File: src/rtl/snn_pkg.sv
// Shared types and default sizing for the spike-count classifier.
package snn_pkg;

  localparam int NUM_OUT_DEF = 2;
  localparam int CNT_W_DEF   = 8;
  // Width of one neuron's slice in the flattened counts bus.
  localparam int SLICE_W     = CNT_W_DEF;

  typedef enum logic [1:0] {
    ST_IDLE,
    ST_COUNT,
    ST_DECIDE,
    ST_HOLD
  } state_e;

endpackage

File: src/rtl/spike_counter.sv
// Per-neuron saturating spike counter with synchronous clear.
module spike_counter
  import snn_pkg::*;
#(
  parameter int CNT_W = CNT_W_DEF
) (
  input  logic             clk_i,
  input  logic             rst_i,
  input  logic             clr_i,
  input  logic             inc_i,
  output logic [CNT_W-1:0] count_o
);

  logic [CNT_W-1:0] cnt_q, cnt_d;

  always_comb begin
    cnt_d = cnt_q;
    if (clr_i) begin
      cnt_d = '0;
    end else if (inc_i && (cnt_q != {CNT_W{1'b1}})) begin
      cnt_d = cnt_q + CNT_W'(1);
    end
  end

  always_ff @(posedge clk_i or posedge rst_i) begin
    if (rst_i) cnt_q <= '0;
    else       cnt_q <= cnt_d;
  end

  assign count_o = cnt_q;

endmodule

File: src/rtl/spike_count_classifier.sv
// Counts output-layer spikes over a window of timesteps and reports the
// winning neuron (argmax, lowest index on ties) through a valid/ready handshake.
//
//   state  | meaning
//   IDLE   | waiting for start
//   COUNT  | accumulating spikes on each pulse until the window ends
//   DECIDE | one cycle: counters are final, argmax is evaluated
//   HOLD   | result presented until class_ready
module spike_count_classifier
  import snn_pkg::*;
#(
  parameter int NUM_OUT = NUM_OUT_DEF,
  parameter int CNT_W   = CNT_W_DEF
) (
  input  logic                       clk,
  input  logic                       reset,
  input  logic                       pulse,
  input  logic [NUM_OUT-1:0]         spk_in,
  input  logic                       start,
  input  logic [CNT_W-1:0]           window_len,
  output logic                       busy,
  output logic                       class_valid,
  input  logic                       class_ready,
  output logic [$clog2(NUM_OUT)-1:0] class_id,
  output logic                       class_tie,
  output logic                       no_spike,
  output logic [NUM_OUT*CNT_W-1:0]   counts
);

  localparam int ID_W = $clog2(NUM_OUT);

  state_e                   state_q, state_d;
  logic [CNT_W-1:0]         len_q, len_d;
  logic [CNT_W-1:0]         ts_q, ts_d;
  logic                     valid_q, valid_d;
  logic [ID_W-1:0]          id_q, id_d;
  logic                     tie_q, tie_d;
  logic                     nospk_q, nospk_d;
  logic [NUM_OUT*CNT_W-1:0] counts_q, counts_d;

  logic                     cnt_clr, cnt_en;
  logic [CNT_W-1:0]         cnt [NUM_OUT];

  for (genvar g = 0; g < NUM_OUT; g++) begin : g_cnt
    spike_counter #(.CNT_W(CNT_W)) u_cnt (
      .clk_i   (clk),
      .rst_i   (reset),
      .clr_i   (cnt_clr),
      .inc_i   (cnt_en & spk_in[g]),
      .count_o (cnt[g])
    );
  end

  logic [CNT_W-1:0]         max_v;
  logic [ID_W-1:0]          best_id;
  logic                     best_tie, all_zero;
  logic [NUM_OUT*CNT_W-1:0] cnt_flat;

  // Strict '>' keeps the lowest index on equal counts.
  always_comb begin
    max_v    = cnt[0];
    best_id  = '0;
    best_tie = 1'b0;
    cnt_flat = '0;
    for (int i = 0; i < NUM_OUT; i++) begin
      cnt_flat[i*CNT_W +: CNT_W] = cnt[i];
    end
    for (int i = 1; i < NUM_OUT; i++) begin
      if (cnt[i] > max_v) begin
        max_v    = cnt[i];
        best_id  = ID_W'(i);
        best_tie = 1'b0;
      end else if (cnt[i] == max_v) begin
        best_tie = 1'b1;
      end
    end
    all_zero = (max_v == '0);
    if (all_zero) best_tie = 1'b1;
  end

  always_comb begin
    state_d  = state_q;
    len_d    = len_q;
    ts_d     = ts_q;
    valid_d  = valid_q;
    id_d     = id_q;
    tie_d    = tie_q;
    nospk_d  = nospk_q;
    counts_d = counts_q;
    cnt_clr  = 1'b0;
    cnt_en   = 1'b0;
    unique case (state_q)
      ST_IDLE: begin
        if (start) begin
          cnt_clr = 1'b1;
          len_d   = window_len;
          ts_d    = '0;
          state_d = ST_COUNT;
        end
      end
      ST_COUNT: begin
        if (pulse) begin
          cnt_en = 1'b1;
          ts_d   = ts_q + CNT_W'(1);
          // len 0 wraps to all-ones here, giving a 2^CNT_W window.
          if (ts_q == len_q - CNT_W'(1)) state_d = ST_DECIDE;
        end
      end
      ST_DECIDE: begin
        id_d     = best_id;
        tie_d    = best_tie;
        nospk_d  = all_zero;
        counts_d = cnt_flat;
        valid_d  = 1'b1;
        state_d  = ST_HOLD;
      end
      ST_HOLD: begin
        if (class_ready) begin
          valid_d = 1'b0;
          state_d = ST_IDLE;
        end
      end
      default: state_d = ST_IDLE;
    endcase
  end

  always_ff @(posedge clk or posedge reset) begin
    if (reset) begin
      state_q  <= ST_IDLE;
      len_q    <= '0;
      ts_q     <= '0;
      valid_q  <= 1'b0;
      id_q     <= '0;
      tie_q    <= 1'b0;
      nospk_q  <= 1'b0;
      counts_q <= '0;
    end else begin
      state_q  <= state_d;
      len_q    <= len_d;
      ts_q     <= ts_d;
      valid_q  <= valid_d;
      id_q     <= id_d;
      tie_q    <= tie_d;
      nospk_q  <= nospk_d;
      counts_q <= counts_d;
    end
  end

  assign busy        = (state_q == ST_COUNT) || (state_q == ST_DECIDE);
  assign class_valid = valid_q;
  assign class_id    = id_q;
  assign class_tie   = tie_q;
  assign no_spike    = nospk_q;
  assign counts      = counts_q;

endmodule

File: config.mk
export PLATFORM = sky130hd
export DESIGN_NAME = spike_count_classifier
export DESIGN_NICKNAME = d
export VERILOG_FILES = /design/src/rtl/snn_pkg.sv /design/src/rtl/spike_counter.sv /design/src/rtl/spike_count_classifier.sv
export SDC_FILE = /design/constraint.sdc
export NUM_CORES = 1
export LEC_CHECK = 0
export CORE_ASPECT_RATIO = 1.75
export CORE_MARGIN = 2
export CORE_UTILIZATION = 50
export DETAILED_ROUTE_END_ITERATION = 12
export GPL_ROUTABILITY_DRIVEN = 0
export PLACE_DENSITY = 0.8
export RECOVER_POWER = 100
export SLEW_MARGIN = 25
export SYNTH_ARGS = -nofsm -noshare
export SYNTH_HDL_FRONTEND = slang
export SYNTH_HIERARCHICAL = 1
export SYNTH_SLANG_ARGS = --single-unit
File: constraint.sdc
create_clock -name clk -period 5.6 [get_ports clk]
set_input_delay 1.12 -clock clk [delete_from_list [all_inputs] [get_ports clk]]
set_output_delay 1.12 -clock clk [all_outputs]
set_load 0.1 [all_outputs]
==> metrics <==
CP cell instances=inv_1 -> ha_1 -> dlygate4sd3_1; first-pass GRT wire length=10,980 um; Syn Area/Cell=10.80 um2; Post-synth EDFFs=0; CP required=4.48 ns; Synth Area in XOR/XNOR=4.747%; drt wl/cell=16.38 um; synth warn=6; Post-CTS Setup Bufs=0; top layer in use=met4; Core Rows=38; clk slew on worst S/H paths=0.09 ns; Setup TNS=0 ns; Placement Cell Area=3531 um2; DR vias=2,320; Post-Synth Adder-Cell Area=6.436%; worst path bufs/invs=2; Max Freq=294.2 MHz; status=finished with violations; Worst-Skew Late Latency=0.30 ns; Setup WS post-layout=2.201 ns; metal2 WL=3669 um; final setup fails=0; # diodes=0; Max Root-Sink Buffers=2; Tot GR Track Use=20.46%; metal3 WL=206 um; hold-fix buffers at CTS=0; clk root buf=clkbuf_8; crit path time final=3.399 ns; syn nets=319; HPWL Detailed=4992 um; dominant synthesized flop cell=dfrtp_1; fin area=3593 um2; I/O pin total=36; Final period util=60.70%; Critical Path Source Type=flop; PD cells=461.1 nW/um2; most frequent cells after synthesis=dfrtp_1, nor2_1, inv_1, mux2_2, nand2_1; post-synthesis compound-gate area fraction=10.70%; total gr overflow=0; CTS resizes=0; Static Leak=1.700 nW; Cell Area, Synth=3110 um2; port bufs=35; clock skew=0.006582 ns; worst slew pin tran=1.784 ns; met1 wire length=2572 um; max_cap viols=1; synthesis-to-layout area growth=15.53%; failing checks=capacitance limit, slew limit; setup slack, reg-to-reg=3.37 ns; Simple-Gate Fraction of Synth Area=16.01%; vias in the first global route=2,376; register area share after synthesis=43.44%; Largest stage delay, worst path=1.20 ns; Max Slew Vio Count=34; Final Hold Viols=0; pre-CTS setup slack=2.591 ns; antenna violations before repair=0; die width=63.62 um; largest cells by area after synthesis=dfrtp_1, ha_1, mux2_2; VDD IR max=287.1 uV; DR DRC count=0; RSZ-0062 raised after global routing=no; Via density=5.714; total CTS buffers=5; Starting Density=51.11%; die area=6893 um2; CP endpoint kind=output pin; Final ANT Viol Nets=0; Hold Crit Class=reg2reg; leading area contributor after synthesis=dfrtp_1; Synth cell types=50; normalized max-slew margin=-18.93%; Num Clock Sinks=54; async set or reset register ratio after synthesis=100.0%; Die H=108.3 um; synthesized netlist cell count=288; htree depth=2; post-synth top area share=43.44%; Nets=357; DRT iter0 DRCs=112; fraction of layout cells with a size suffix above 1=11.66%; delay-heaviest family, CP=buffers and inverters; multiplexer share of the synthesized area=14.92%; CP Max Fanout=4; Routed WL=6651 um; Crit Path Category=reg2out; #FFs+latches synth=54; largest family of logic cells by synthesized area=simple AND/OR/NAND/NOR gates; Critical Path Slowest Stage Cell=dlygate4sd3_1; drt first pass iters=4; most frequent cell after synthesis=dfrtp_1; largest net degree at the start of global routing=34; TritonCTS clock tree=yes; arrival time at the worst endpoint=2.28 ns; core area=6086 um2; Total Power=1.657 mW
-- where the power goes --
part | internal [mW] | switching, mW
logic | 0.293 | 0.538
clock network | 0.143 | 0.123
registers | 0.471 | 0.0888
-- cells by family (layout without fill, tap and decap cells) --
family	count (synthesis)	in the layout
buffers and inverters	27	65
flip-flops	54	54
multiplexers	39	39
AO/OA/AOI/OAI	44	44
adder cells (fa/ha/maj)	16	16
XOR/XNOR	16	16
AND/OR/NAND/NOR	92	92
-- stage by stage --
stage | cells | hold WS, ns | util, %
floorplan | 288 | 0.4856 | -
CTS | 405 | 0.5180 | 59.87
global route | 406 | 0.5253 | 59.05
detailed placement | 398 | 0.4961 | 58.02
finish | 406 | 0.5056 | 59.05
global placement | 398 | 0.4925 | 58.02
-- layout by cell type, fill, tap and decap left out, types with 3 or more instances in the layout --
| cell | Yosys | final |
|---|---|---|
| nand2_1 | 17 | 17 |
| a21oi_2 | 5 | 4 |
| xor2_1 | 7 | 7 |
| nand3_1 | 6 | 6 |
| o21bai_1 | 3 | 3 |
| nor2b_1 | 9 | 9 |
| a21oi_1 | 11 | 12 |
| clkbuf_8 | 0 | 6 |
| nand2b_1 | 3 | 3 |
| and3_1 | 4 | 4 |
| inv_1 | 20 | 21 |
| nor2_1 | 22 | 22 |
| ha_1 | 16 | 16 |
| or4_1 | 3 | 3 |
| dfrtp_1 | 54 | 54 |
| nand4_1 | 10 | 11 |
| mux2_1 | 6 | 14 |
| mux2_2 | 17 | 17 |
| nor3_1 | 4 | 4 |
| dlygate4sd3_1 | 0 | 24 |
| mux2i_1 | 7 | 7 |
| clkdlybuf4s50_1 | 0 | 11 |
| o21ai_0 | 5 | 6 |
| xnor2_1 | 8 | 8 |
-- final cells by class --
type	instances	area, um2
Timing Repair Buffer	37	357.8
Clock inverter	1	30.03
Fill cell	564	2492
Clock buffer	6	82.58
Sequential cell	54	1351
Inverter	21	78.83
Multi-Input combinational cell	207	1593
Tap cell	80	100.1
-- sequential cells by signal (all words and copies together) (netlist names) --
| register | cells |
|---|---|
| counts | 16 |
| ts_q | 8 |
| len_q | 8 |
| class_valid | 1 |
| class_tie | 1 |
| class_id | 1 |
| g_cnt.u_cnt/count_o | 16 |
| state_q | 2 |
| no_spike | 1 |
-- metal layers --
metal  track usage [%]  up-vias
met2             39.92       49
met5                 0        -
met3             3.018       14
met4             9.161        0
li1                  -     1094
met1             20.98     1163
-- final timing paths --
path                       cells past startpoint              startpoint                      to
min in group asynchronous                      2                   reset   counts[5]$_DFFE_PP0P_
max in group asynchronous                      3                   reset   counts[1]$_DFFE_PP0P_
hold reg to reg                                1  counts[11]$_DFFE_PP0P_  counts[11]$_DFFE_PP0P_
hold / removal                                 1  counts[11]$_DFFE_PP0P_  counts[11]$_DFFE_PP0P_
setup / recovery                               3  state_q[1]$_DFFE_PP0P_                    busy
setup reg to reg                               7  state_q[1]$_DFFE_PP0P_     ts_q[5]$_DFFE_PP0P_
-- worst reg2reg max path: cells and delay by family (launching register included) --
kind / cells / cell delay, ns
and+or+nand+nor: 2 / 0.66
AOI/OAI and AO/OA: 3 / 0.69
DFF: 1 / 0.42
adders and majority gates: 1 / 0.30
buffers and inverters: 1 / 0.10
Note: power is estimated with default switching activity, not from simulation.
==> patch 1 (same settings) <==
Put one more register stage on the output `counts`, cleared by the reset. The value now appears one clock later. The other outputs are not delayed to match.
--- a/src/rtl/spike_count_classifier.sv
+++ b/src/rtl/spike_count_classifier.sv
@@ -151,7 +151,13 @@
   assign class_id    = id_q;
   assign class_tie   = tie_q;
   assign no_spike    = nospk_q;
-  assign counts      = counts_q;
+  always_ff @(posedge clk or posedge reset) begin
+    if (reset) begin
+      counts <= '0;
+    end else begin
+      counts <= counts_q;
+    end
+  end
 
 endmodule
 
Formal check against the unedited RTL: not equivalent (Yosys sat finds a counterexample within 4 cycles, from zero or initial values and one cycle with reset high).
==> patch 1 against the unedited design <==
- the flow still finishes with violations (max-capacitance violations, max-slew violations)
- setup slack got worse by 0.12 ns
- sequential share of layout area increased by 3.2 points
- routed wire length increased by 24%
- sequential cell count increased by 16
- fmax decreased by 3.3%
- power increased by 38%
- synthesized area increased by 15%
- final area increased by 19%
==> patch 1: results (changes against the unedited design) <==
Clk Latency, worst-skew pair - 0.34 ns (was 0.30 ns)
R2r worst-path depth - 7 (unchanged)
Vias in the first global route - 2,728 (was 2,376)
Hold Path Sink - counts[0] (was counts[11])
Largest net degree at the start of global routing - 55 (was 34)
Reg2Reg Setup Slack - 3.12 ns (was 3.37 ns)
Initial core utilization - 0.5197 (was 0.5111)
First-pass GRT wire length - 13,190 um (was 10,980 um)
Register clock-pin slew on the reported worst setup and hold paths - 0.06 ns (was 0.09 ns)
Unique masters post-synth - 45 (was 50)
Dpl hpwl - 5731 um (was 4992 um)
Hold path depth - 0 (was 1)
Synth Area in Adders - 0.05577 (was 0.06436)
Starting DRT DRC Count - 140 (was 112)
Crit-path max FO - 5 (was 4)
Top cells by count, synth - 70 x dfrtp_1, 26 x inv_1, 21 x mux2_2, 21 x nand2_1, 19 x nor2_1 (was 54 x dfrtp_1, 22 x nor2_1, 20 x inv_1)
Post-DR vias/cell - 5.801 (was 5.714)
Peak supply drop - 0.2173 mV (was 0.2871 mV)
Compound-Gate Fraction of Synth Area - 0.1178 (was 0.1070)
Post-synthesis sequential area ratio - 0.4880 (was 0.4344)
Mapped Nets - 364 (was 319)
Clock buffer count from CTS - 9 (was 5)
Routed WL per cell - 17.98 um (was 16.38 um)
Leakage - 2.055 nW (was 1.700 nW)
Htree depth - 3 (was 2)
Maxcap violations - 1 (unchanged)
Share of layout cells above drive strength 1 - 0.1310 (was 0.1166)
Crit Reg-Reg Startpoint - state_q[1] (unchanged)
Post-synthesis xor/xnor area fraction - 0.03172 (was 0.04747)
Worst Hold Launch - counts_q[0] (was counts[11])
Overall global routing resource usage - 0.2290 (was 0.2046)
Post-synthesis mux area share - 0.1105 (was 0.1492)
CTS Root Buffer Type - clkbuf_16 (was clkbuf_8)
Rel. slew slack - -0.5955 (was -0.1893)
Synth top area share - 0.4880 (was 0.4344)
Outcome - complete, but fails checks (unchanged)
Failing checks - max-capacitance violations, max-slew violations (unchanged)
Fin nets - 400 (was 357)
Min Hold Slack - 0.3703 ns (was 0.5056 ns)
Area of placed instances - 3995 sq um (was 3531 sq um)
Clock skew - 0.006061 ns (was 0.006582 ns)
Final Max Slew Viols - 55 (was 34)
RR Endpoint - ts_q[7] (was ts_q[5])
Main area contributors after synthesis - dfrtp_1 49%, mux2_2 6.6%, ha_1 5.6%, mux2_4 3.3%, inv_1 2.7% (was dfrtp_1 43%, ha_1 6.4%, mux2_2 6.2%, mux2_4 4.3%, nor2_1 2.7%)
patch 1: cell count changes after synthesis, sizes merged, moves of 4 or more:
cell | unedited run | this run
nand3 | 6 | 10
clkbuf | 4 | 8
o21ai | 8 | 15
inv | 21 | 26
xnor2 | 9 | 5
nor4 | 0 | 5
nor2 | 23 | 19
nand2 | 17 | 21
dfrtp | 54 | 70
or3 | 2 | 6
patch 1: area by class of cell:
class                      instances  area, sq um
fill                             550         2619
sequential                        70         1752
multi-input combinational        227         1658
timing repair buffer              35        350.3
clock buffer                       9        225.2
tap                               84        105.1
clock inverter                     7        98.84
inverter                          26        98.84
patch 1: cell families (layout without fill, tap and decap cells):
kind of cell	Yosys count	count (layout)
compound gates	61	61
xor+xnor	13	13
fa+ha+maj	16	16
buf+inv	36	77
flops	70	70
mux	33	33
simple gates	104	104
patch 1: worst max-delay path by stage:
stage,start,end,slack [ns],depth (start not counted)
after floorplan,state_q[0],busy,3.15,2
after global placement,start,ts_q[7],2.54,7
after detailed placement,start,ts_q[5],2.44,7
after CTS,state_q[0],busy,2.15,3
after global routing,state_q[0],busy,2.03,3
final,state_q[0],busy,2.09,3
patch 1: per-layer routing:
layer | share of wire | track usage
met5 | 0 | 0
met4 | 0.028 | 0.1213
met3 | 0.033 | 0.04913
met2 | 0.55 | 0.4039
met1 | 0.39 | 0.2482
patch 1: per-stage QoR:
stage,utilization,setup WS (ns),cells,power (mW)
after floorplan,-,3.151,333,1.444
after global placement,0.5781,2.539,442,1.639
after detailed placement,0.5784,2.443,442,1.680
after CTS,0.6254,2.151,458,2.304
after global routing,0.6208,2.029,458,2.398
final,0.6208,2.085,458,2.280
patch 1: report_power, final:
group	switching (mW)	total (mW)	internal, mW
combinational	0.625	0.956	0.332
clock	0.221	0.612	0.391
sequential	0.109	0.712	0.602
==> patch 2 (config.mk and constraints unchanged) <==
Without the edit above. `CNT_W_DEF`: 8 -> 10.
--- a/src/rtl/snn_pkg.sv
+++ b/src/rtl/snn_pkg.sv
@@ -2,7 +2,7 @@
 package snn_pkg;
 
   localparam int NUM_OUT_DEF = 2;
-  localparam int CNT_W_DEF   = 8;
+  localparam int CNT_W_DEF   = 10;
   // Width of one neuron's slice in the flattened counts bus.
   localparam int SLICE_W     = CNT_W_DEF;
 
Interface: changed (resized counts and window_len); port bits go from 36 to 42. No check against the original RTL was run, so the function may have changed too.
==> patch 2 against the unedited design <==
- routed wire length rose by 33%
- fmax fell by 2.3%
- final area rose by 30%
- count of clock-buffer cells in the layout rose by 4
- cell count rose by 29%
- register-to-register slack got worse by 0.62 ns
- synthesized area rose by 27%
- setup slack got worse by 0.079 ns
- the run still ends with max-capacitance violations, max-slew violations left
- worst hold slack got worse by 0.0069 ns
- power rose by 1.6%
- clock power rose by 150%
- sequential cell count rose by 12
- combinational power fell by 58%
==> patch 2: results (changes against the unedited design) <==
Outcome - complete, but fails checks (unchanged)
Failing checks - max-capacitance violations, max-slew violations (unchanged)
Final Max Slew Viols - 47 (was 34)
Vias in the first global route - 3,170 (was 2,376)
Clk buf depth - 2 (unchanged)
Unique masters post-synth - 53 (was 50)
First-pass GRT wire length - 15,050 um (was 10,980 um)
PostCTS Resize Cnt - 0 (unchanged)
Routed length on met2 - 4918 um (was 3669 um)
Fin nets - 464 (was 357)
Clk Latency, worst-skew pair - 0.34 ns (was 0.30 ns)
Post-synthesis sequential area ratio - 0.4197 (was 0.4344)
Fraction of registers with async set/reset - 1.000 (unchanged)
Final worst path period need - 3.478 ns (was 3.399 ns)
Met1 WL - 3462 um (was 2572 um)
Peak supply drop - 0.1580 mV (was 0.2871 mV)
Register clock-pin slew on the reported worst setup and hold paths - 0.05 ns (was 0.09 ns)
Rel. slew slack - -0.4037 (was -0.1893)
Htree depth - 3 (was 2)
Routed wire length - 8860 um (was 6651 um)
Congestion Overflow GR - 0 (unchanged)
Setup bufs post-CTS - 0 (unchanged)
Post-DR vias/cell - 6.115 (was 5.714)
Overall global routing resource usage - 0.2220 (was 0.2046)
CTS Root Buffer Type - clkbuf_16 (was clkbuf_8)
Hold Crit Class - reg2reg (unchanged)
Main synth FF type - dfrtp_1 (unchanged)
Largest net degree at the start of global routing - 47 (was 34)
Antenna diodes - 0 (unchanged)
Max Used Layer - met4 (unchanged)
Crit-path max FO - 34 (was 4)
Top cells by count, synth - 66 x dfrtp_1, 29 x inv_1, 29 x mux2_2 (was 54 x dfrtp_1, 22 x nor2_1, 20 x inv_1)
YS warnings - 6 (unchanged)
Clock buffer count from CTS - 9 (was 5)
WL met3 - 349 um (was 206 um)
Leakage - 2.160 nW (was 1.700 nW)
Starting DRT DRC Count - 217 (was 112)
Clock skew - 0.007571 ns (was 0.006582 ns)
Port Buffers - 41 (was 35)
Area of placed instances - 4339 sq um (was 3531 sq um)
Main area contributors after synthesis - dfrtp_1 42%, mux2_2 8.3%, ha_1 5.7%, inv_1 2.8%, a21oi_1 2.4% (was dfrtp_1 43%, ha_1 6.4%, mux2_2 6.2%, mux2_4 4.3%, nor2_1 2.7%)
Mapped Nets - 430 (was 319)
Pre-antenna DRT Iters - 4 (unchanged)
Worst Path Arrival - 3.75 ns (was 2.28 ns)
Maxcap violations - 1 (unchanged)
Initial antenna violation count - 0 (unchanged)
Share of layout cells above drive strength 1 - 0.1452 (was 0.1166)
Dpl hpwl - 6189 um (was 4992 um)
[patch 2: cell types whose count changed after synthesis, moves of 9 or more]
cell	before	now
inv_1	20	29
dfrtp_1	54	66
nand3_1	6	18
mux2_2	17	29
o21ai_0	5	15
mux2_4	9	0
a211oi_1	1	10
[patch 2: final timing paths]
kind | from | end | slack, ns | cells after the start
setup / recovery | start | g_cnt[1].u_cnt/count_o[0] | 2.12 | 6
hold / removal | counts[15] | counts[15] | 0.50 | 1
setup reg to reg | state_q[0] | g_cnt[1].u_cnt/count_o[0] | 2.75 | 7
hold reg to reg | counts[15] | counts[15] | 0.50 | 1
max in group asynchronous | reset | ts_q[8] | 2.80 | 2
min in group asynchronous | reset | g_cnt[0].u_cnt/count_o[3] | 1.28 | 2
[patch 2: metrics by stage]
stage          instances  setup WS, ns    util  hold WS [ns]
6_report             522         2.122  0.6145        0.4987
5_1_grt              522         1.935  0.6145        0.5141
4_1_cts              522         2.206  0.6158        0.5078
3_5_place_dp         506         1.903  0.5695        0.4948
3_3_place_gp         506         1.991  0.5695        0.4886
2_1_floorplan        395         3.176       -        0.5009
[patch 2: routing by layer]
layer  vias to the layer above  global-route usage
met4                         0             0.08019
met2                        73              0.4048
met1                      1599              0.2497
met5                         -                   0
li1                       1510                   -
met3                        10             0.04734
[patch 2: cell families after synthesis]
logic type,after synthesis,synth area share
multiplexers,32,0.09094
buffers and inverters,49,0.06009
AO/OA/AOI/OAI,79,0.1339
AND/OR/NAND/NOR,137,0.2070
adder cells (fa/ha/maj),18,0.05723
flip-flops,66,0.4197
XOR/XNOR,14,0.03116
[patch 2: layout make-up]
cell class | instances | area, sq um
fill | 625 | 2938
multi-input combinational | 280 | 2039
sequential | 66 | 1652
timing repair buffer | 42 | 414.1
clock buffer | 10 | 239.0
clock inverter | 6 | 113.9
inverter | 30 | 113.9
tap | 88 | 110.1
[patch 2: where the power goes]
group          internal, mW  leakage (nW)  switching [mW]  total [mW]
Combinational         0.168          1.14           0.177       0.346
Clock                 0.447         0.165           0.209       0.656
Sequential            0.537         0.854           0.144       0.681
Total                  1.15          2.16           0.530        1.68
[patch 2: worst max-delay path, stage by stage]
cell and delay, ns:
dlygate4sd3_1 0.57, nand2_1 0.29, clkinv_1 0.77, or3b_2 0.74
o2bb2ai_1 0.15, or3_1 0.11
